==> src/rtl/mem_arbiter.sv <==
// Two-requester round-robin arbiter in front of a single-port synchronous RAM.
// Supports an optional grant lock and routes 1-cycle-latency read data back to its requester.
module mem_arbiter #(
  parameter int ADDR_W = 9,
  parameter int DATA_W = 8
) (
  input  logic              clk,
  input  logic              rst_n,
  input  logic              req0,
  input  logic              we0,
  input  logic              lock0,
  input  logic [ADDR_W-1:0] addr0,
  input  logic [DATA_W-1:0] wdata0,
  output logic              gnt0,
  output logic              rvalid0,
  output logic [DATA_W-1:0] rdata0,
  input  logic              req1,
  input  logic              we1,
  input  logic              lock1,
  input  logic [ADDR_W-1:0] addr1,
  input  logic [DATA_W-1:0] wdata1,
  output logic              gnt1,
  output logic              rvalid1,
  output logic [DATA_W-1:0] rdata1,
  output logic              mem_rw_select,
  output logic [ADDR_W-1:0] mem_address,
  output logic [DATA_W-1:0] mem_data_in,
  input  logic [DATA_W-1:0] mem_data_out
);

  typedef enum logic [1:0] {
    LOCK_NONE = 2'b00,
    LOCK_R0   = 2'b01,
    LOCK_R1   = 2'b10
  } lock_e;

  lock_e             lock_q, lock_d;
  logic              ptr_q, ptr_d;        // requester favoured when both request
  logic              granted;
  logic              win;                 // 0 = requester 0, 1 = requester 1
  logic              win_we, win_lock;
  logic [ADDR_W-1:0] win_addr;
  logic [DATA_W-1:0] win_wdata;
  logic [ADDR_W-1:0] addr_shadow;
  logic [DATA_W-1:0] wdata_shadow;
  logic              pend_valid, pend_id;
  logic [DATA_W-1:0] rdata0_q, rdata1_q;

  // Grant is gated by rst_n so no access can be issued while reset is asserted.
  always_comb begin
    // NOTE: every combinational output gets a default first so no latch is inferred.
    granted = 1'b0;
    win     = 1'b0;
    if (rst_n) begin
      if (lock_q == LOCK_R0 && req0) begin
        granted = 1'b1;
        win     = 1'b0;
      end else if (lock_q == LOCK_R1 && req1) begin
        granted = 1'b1;
        win     = 1'b1;
      end else if (req0 && req1) begin
        granted = 1'b1;
        win     = ptr_q;
      end else if (req0) begin
        granted = 1'b1;
        win     = 1'b0;
      end else if (req1) begin
        granted = 1'b1;
        win     = 1'b1;
      end
    end
  end

  assign win_we    = win ? we1    : we0;
  assign win_lock  = win ? lock1  : lock0;
  assign win_addr  = win ? addr1  : addr0;
  assign win_wdata = win ? wdata1 : wdata0;

  assign gnt0 = granted && !win;
  assign gnt1 = granted &&  win;

  // Idle cycles present a harmless read at the last granted address/data.
  assign mem_rw_select = granted && win_we;
  assign mem_address   = granted ? win_addr  : addr_shadow;
  assign mem_data_in   = granted ? win_wdata : wdata_shadow;

  // A lock owner that drops req loses the lock on this edge as well.
  always_comb begin
    ptr_d  = ptr_q;
    lock_d = LOCK_NONE;
    if (granted) begin
      ptr_d = !win;
      if (win_lock) lock_d = win ? LOCK_R1 : LOCK_R0;
    end
  end

  always_ff @(posedge clk or negedge rst_n) begin
    if (!rst_n) begin
      ptr_q        <= 1'b0;
      lock_q       <= LOCK_NONE;
      pend_valid   <= 1'b0;
      pend_id      <= 1'b0;
      addr_shadow  <= '0;
      wdata_shadow <= '0;
      rdata0_q     <= '0;
      rdata1_q     <= '0;
    end else begin
      // NOTE: sequential state uses non-blocking assignments so all registers update together.
      ptr_q      <= ptr_d;
      lock_q     <= lock_d;
      pend_valid <= granted && !win_we;
      pend_id    <= win;
      if (granted) begin
        addr_shadow  <= win_addr;
        wdata_shadow <= win_wdata;
      end
      if (rvalid0) rdata0_q <= mem_data_out;
      if (rvalid1) rdata1_q <= mem_data_out;
    end
  end

  assign rvalid0 = pend_valid && !pend_id;
  assign rvalid1 = pend_valid &&  pend_id;

  // Read data is passed straight through in the return cycle and held afterwards.
  assign rdata0 = rvalid0 ? mem_data_out : rdata0_q;
  assign rdata1 = rvalid1 ? mem_data_out : rdata1_q;

endmodule

==> config.mk <==
export PLATFORM = sky130hd
export DESIGN_NAME = mem_arbiter
export DESIGN_NICKNAME = d
export VERILOG_FILES = /design/src/rtl/mem_arbiter.sv
export SDC_FILE = /design/constraint.sdc
export NUM_CORES = 1
export LEC_CHECK = 0
export CAP_MARGIN = 5
export CORE_MARGIN = 1
export CORE_UTILIZATION = 35
export CTS_BUF_LIST = sky130_fd_sc_hd__clkbuf_2
export CTS_CLUSTER_SIZE = 12
export DETAILED_ROUTE_END_ITERATION = 10
export MAX_ROUTING_LAYER = met4
export PLACE_DENSITY = 0.8
export SLEW_MARGIN = 30
export SYNTH_ARGS = -nofsm -noshare
export SYNTH_HDL_FRONTEND = slang
export SYNTH_SLANG_ARGS = --single-unit
==> constraint.sdc <==
create_clock -name clk -period 1.5 [get_ports clk]
set_input_delay 0.15 -clock clk [delete_from_list [all_inputs] [get_ports clk]]
set_output_delay 0.15 -clock clk [all_outputs]
set_load 0.02 [all_outputs]
==> reports/results.ini <==
[sta]
max_freq_mhz = 477
setup_violations_final = 50
actual_slew_at_the_worst_max_slew_pin_ns = 0.388
setup_total_negative_slack_ns = -16.54
timing.final.hold_violations = 0
final_period_minus_worst_setup_slack_ns = 2.09
slew_violations = 0
worst_clock_skew_ns = 0.0138
timing.final.crit_share_pct = 140
unrepaired_setup_endpoints_after_global_routing = true
postLayoutSetupSlackWorst_ns = -0.595
relSlewSlack_pct = 74.1

[detailed_routing]
ant_nets = 0
route.detailed.vias_per_inst = 4.96
dr.pass1.iters = 4
detailroute.via_count = 1513
totalWireLength_um = 5100
number_of_drc_violations_after_detailed_routing_iteration_0 = 125
drc_errors = 0
wl_per_cell_um = 16.7

[floorplan]
fp.dieArea_um2 = 4830
height_of_the_die_um = 69.5
die_w_um = 69.5
coreArea_um2 = 4350
pin_count = 88
placement_rows = 24
floorplan.initialDensity_pct = 36.6

[final_layout]
area_growth_syn_to_layout_pct = 102
antenna-diode-count = 0
utilization_pct = 73.9
final_layout_net_count = 303
layout-drive-gt1-share_pct = 51.0
multi_input_comb_area_um2 = 763
area.sequential_um2 = 955
fillers = 289

[clock_tree]
tritoncts.num_buffers = 5
cts.path.max_buffers = 2
htreeDepth = 2
worst_setup_hold_path_clk_slew_ns = 0.19
cts.sinks = 38
root_buffer = clkbuf_2
clkLatencyLatePin_ns = 0.40
cts_tree = yes

[global_routing]
antenna_found_initial = 0
grt_use_total_pct = 22.2
grt.overflow.total = 0
vias_in_the_first_global_route = 1589
pin_count_of_the_biggest_net_entering_global_routing = 31
wire_length_of_the_first_global_routing_pass_um = 7940

[logic_synthesis]
synth_area_leaders = dfrtp_1, mux2_2, a221o_1, and2_1, buf_6
postSynthCellCount = 113
synth_seq_area_share_pct = 59.7
synth_seq_cells = 38
synth.top_cell.area_share_pct = 59.7
synth.avg_cell_area_um2 = 14.1
ys_warn_count = 0
synth.cell_area_um2 = 1590
yosys.area.top_type = dfrtp_1
synth_fp_nets = 163
yosys.cell_types.count = 22

[placed_design]
hpwlAfterDp_um = 3110
port_buffers = 87
gp_congestion = 0.773

[power_and_ir_drop]
cell_internal_pwr_mw = 2.33
clock_power_share_pct = 12.8
power_switching_mw = 1.11
p_sw_share_pct = 32.2
p_seq_share_pct = 37.6
vdd_drop_max_mv = 0.597
report.power.total_mw = 3.43
static-leakage-power_nw = 1.53
cellPowerDensity_nw_per_um2 = 1070
combinationalPowerShare_pct = 49.6

[status]
outcome = finished, violations left
violations = setup timing

[hold_path]
timing.hold.worst.class = input pin to flip-flop

[setup_path]
arrival_ns = 1.94
worstSetupPathType = flip-flop to primary output
timing.critical_path.required_ns = 1.35
setup.worst_path.start_class = flip-flop
nature_of_the_critical_path_endpoint = primary output
cp_max_fo = 5

[flow_run]
cap_violations = 0

-- path summary, 6_finish.rpt --
check                             from         endpoint  slack [ns]  depth (start not counted)
setup / recovery                 ptr_q   mem_address[2]       -0.59                          5
hold / removal                   rst_n          pend_id        0.23                          4
setup reg to reg                 ptr_q  wdata_shadow[2]       -0.14                          5
hold reg to reg            rdata1_q[3]      rdata1_q[3]        0.53                          1
max in group asynchronous        rst_n          pend_id        0.79                          3
min in group asynchronous        rst_n      rdata0_q[5]        0.42                          3
-- power by group through the flow --
stage	combinational, mW	clock (mW)	sequential (mW)
global route	1.79	0.498	1.32
global placement	1.26	0	1.28
detailed placement	1.27	0	1.29
floorplan	0.619	0	1.28
CTS	1.43	0.453	1.28
finish	1.70	0.439	1.29
-- cell type report --
type	instances	share of cell area, %
timing repair buffer	137	43.3
tap	52	2.02
sequential	38	29.7
inverter	2	0.233
multi-input combinational	69	23.7
clock inverter	2	0.311
clock buffer	5	0.778
-- what timing repair did --
action                     CTS  global route
hold endpoints to repair    38             0
cloned                       4             0
pin swaps                    8            12
resized for setup          239            45
hold buffers                 1             0
setup endpoints to repair   43            56
buffers inserted            17            18
-- per-layer routing --
metal | up-vias | track usage [%] | part of all wire, %
met5 | - | - | 0
met4 | 0 | 10.7 | 2.7
met3 | 11 | 2.76 | 4.1
met2 | 56 | 36.0 | 49
met1 | 739 | 27.6 | 44
li1 | 707 | - | -
-- cell usage in the layout (no fill, tap or decap), types with 2 or more instances in the layout --
cell,netlist,layout
clkinv_2,0,2
dfrtp_2,0,3
buf_4,0,31
buf_12,0,2
mux2_4,0,16
o311a_4,1,3
clkbuf_2,0,5
dfrtp_1,38,35
and2_1,19,19
buf_6,2,53
a221o_1,16,16
clkdlybuf4s50_1,0,48
-- per-stage QoR --
step / cell area [um^2] / hold WS [ns] / setup WS, ns / instances
global route: 3220 / 0.201 / -0.655 / 305
floorplan: 1590 / -0.146 / 0.00304 / 113
CTS: 2930 / 0.189 / -0.602 / 290
finish: 3220 / 0.228 / -0.595 / 305
detailed placement: 2630 / 0.231 / -0.765 / 264
global placement: 2630 / 0.239 / -0.738 / 264
-- flip-flops by register name (all words and copies together) (netlist names) --
name          flops
addr_shadow       9
rdata0_q          8
rdata1_q          8
wdata_shadow      8
lock_q            2
pend_id           1
pend_valid        1
ptr_q             1
-- critical path, cell delays in order, from the launching register on --
cell and delay, ns:
dfrtp_2 0.47, nor2_4 0.08, o311a_4 0.38, buf_6 0.13, a221o_1 0.34, buf_6 0.14
-- cells by family (layout without fill, tap and decap cells) --
family	after synthesis	count (layout)	synth area share [%]
buffers and inverters	8	146	3.06
multiplexers	17	17	11.9
AO/OA/AOI/OAI	24	26	15.5
flip-flops	38	38	59.7
AND/OR/NAND/NOR	26	26	9.81
-- synth_stat cells --
| cell type | number |
|---|---|
| o311a_4 | 1 |
| inv_1 | 2 |
| mux2_2 | 16 |
| a221oi_1 | 1 |
| and2_1 | 19 |
| a22o_2 | 1 |
| and2_2 | 1 |
| nor2_2 | 1 |
| a21o_2 | 1 |
| dfrtp_1 | 38 |
| clkbuf_1 | 1 |
| buf_2 | 3 |
| buf_6 | 2 |
| or2_2 | 1 |
| mux2i_1 | 1 |
| nand2_1 | 3 |
| a21boi_0 | 1 |
| a221o_2 | 1 |
| a221o_1 | 16 |
| a221oi_2 | 1 |
| nor2b_1 | 1 |
| o21ai_1 | 1 |
Power figures use the tool's default switching activity.
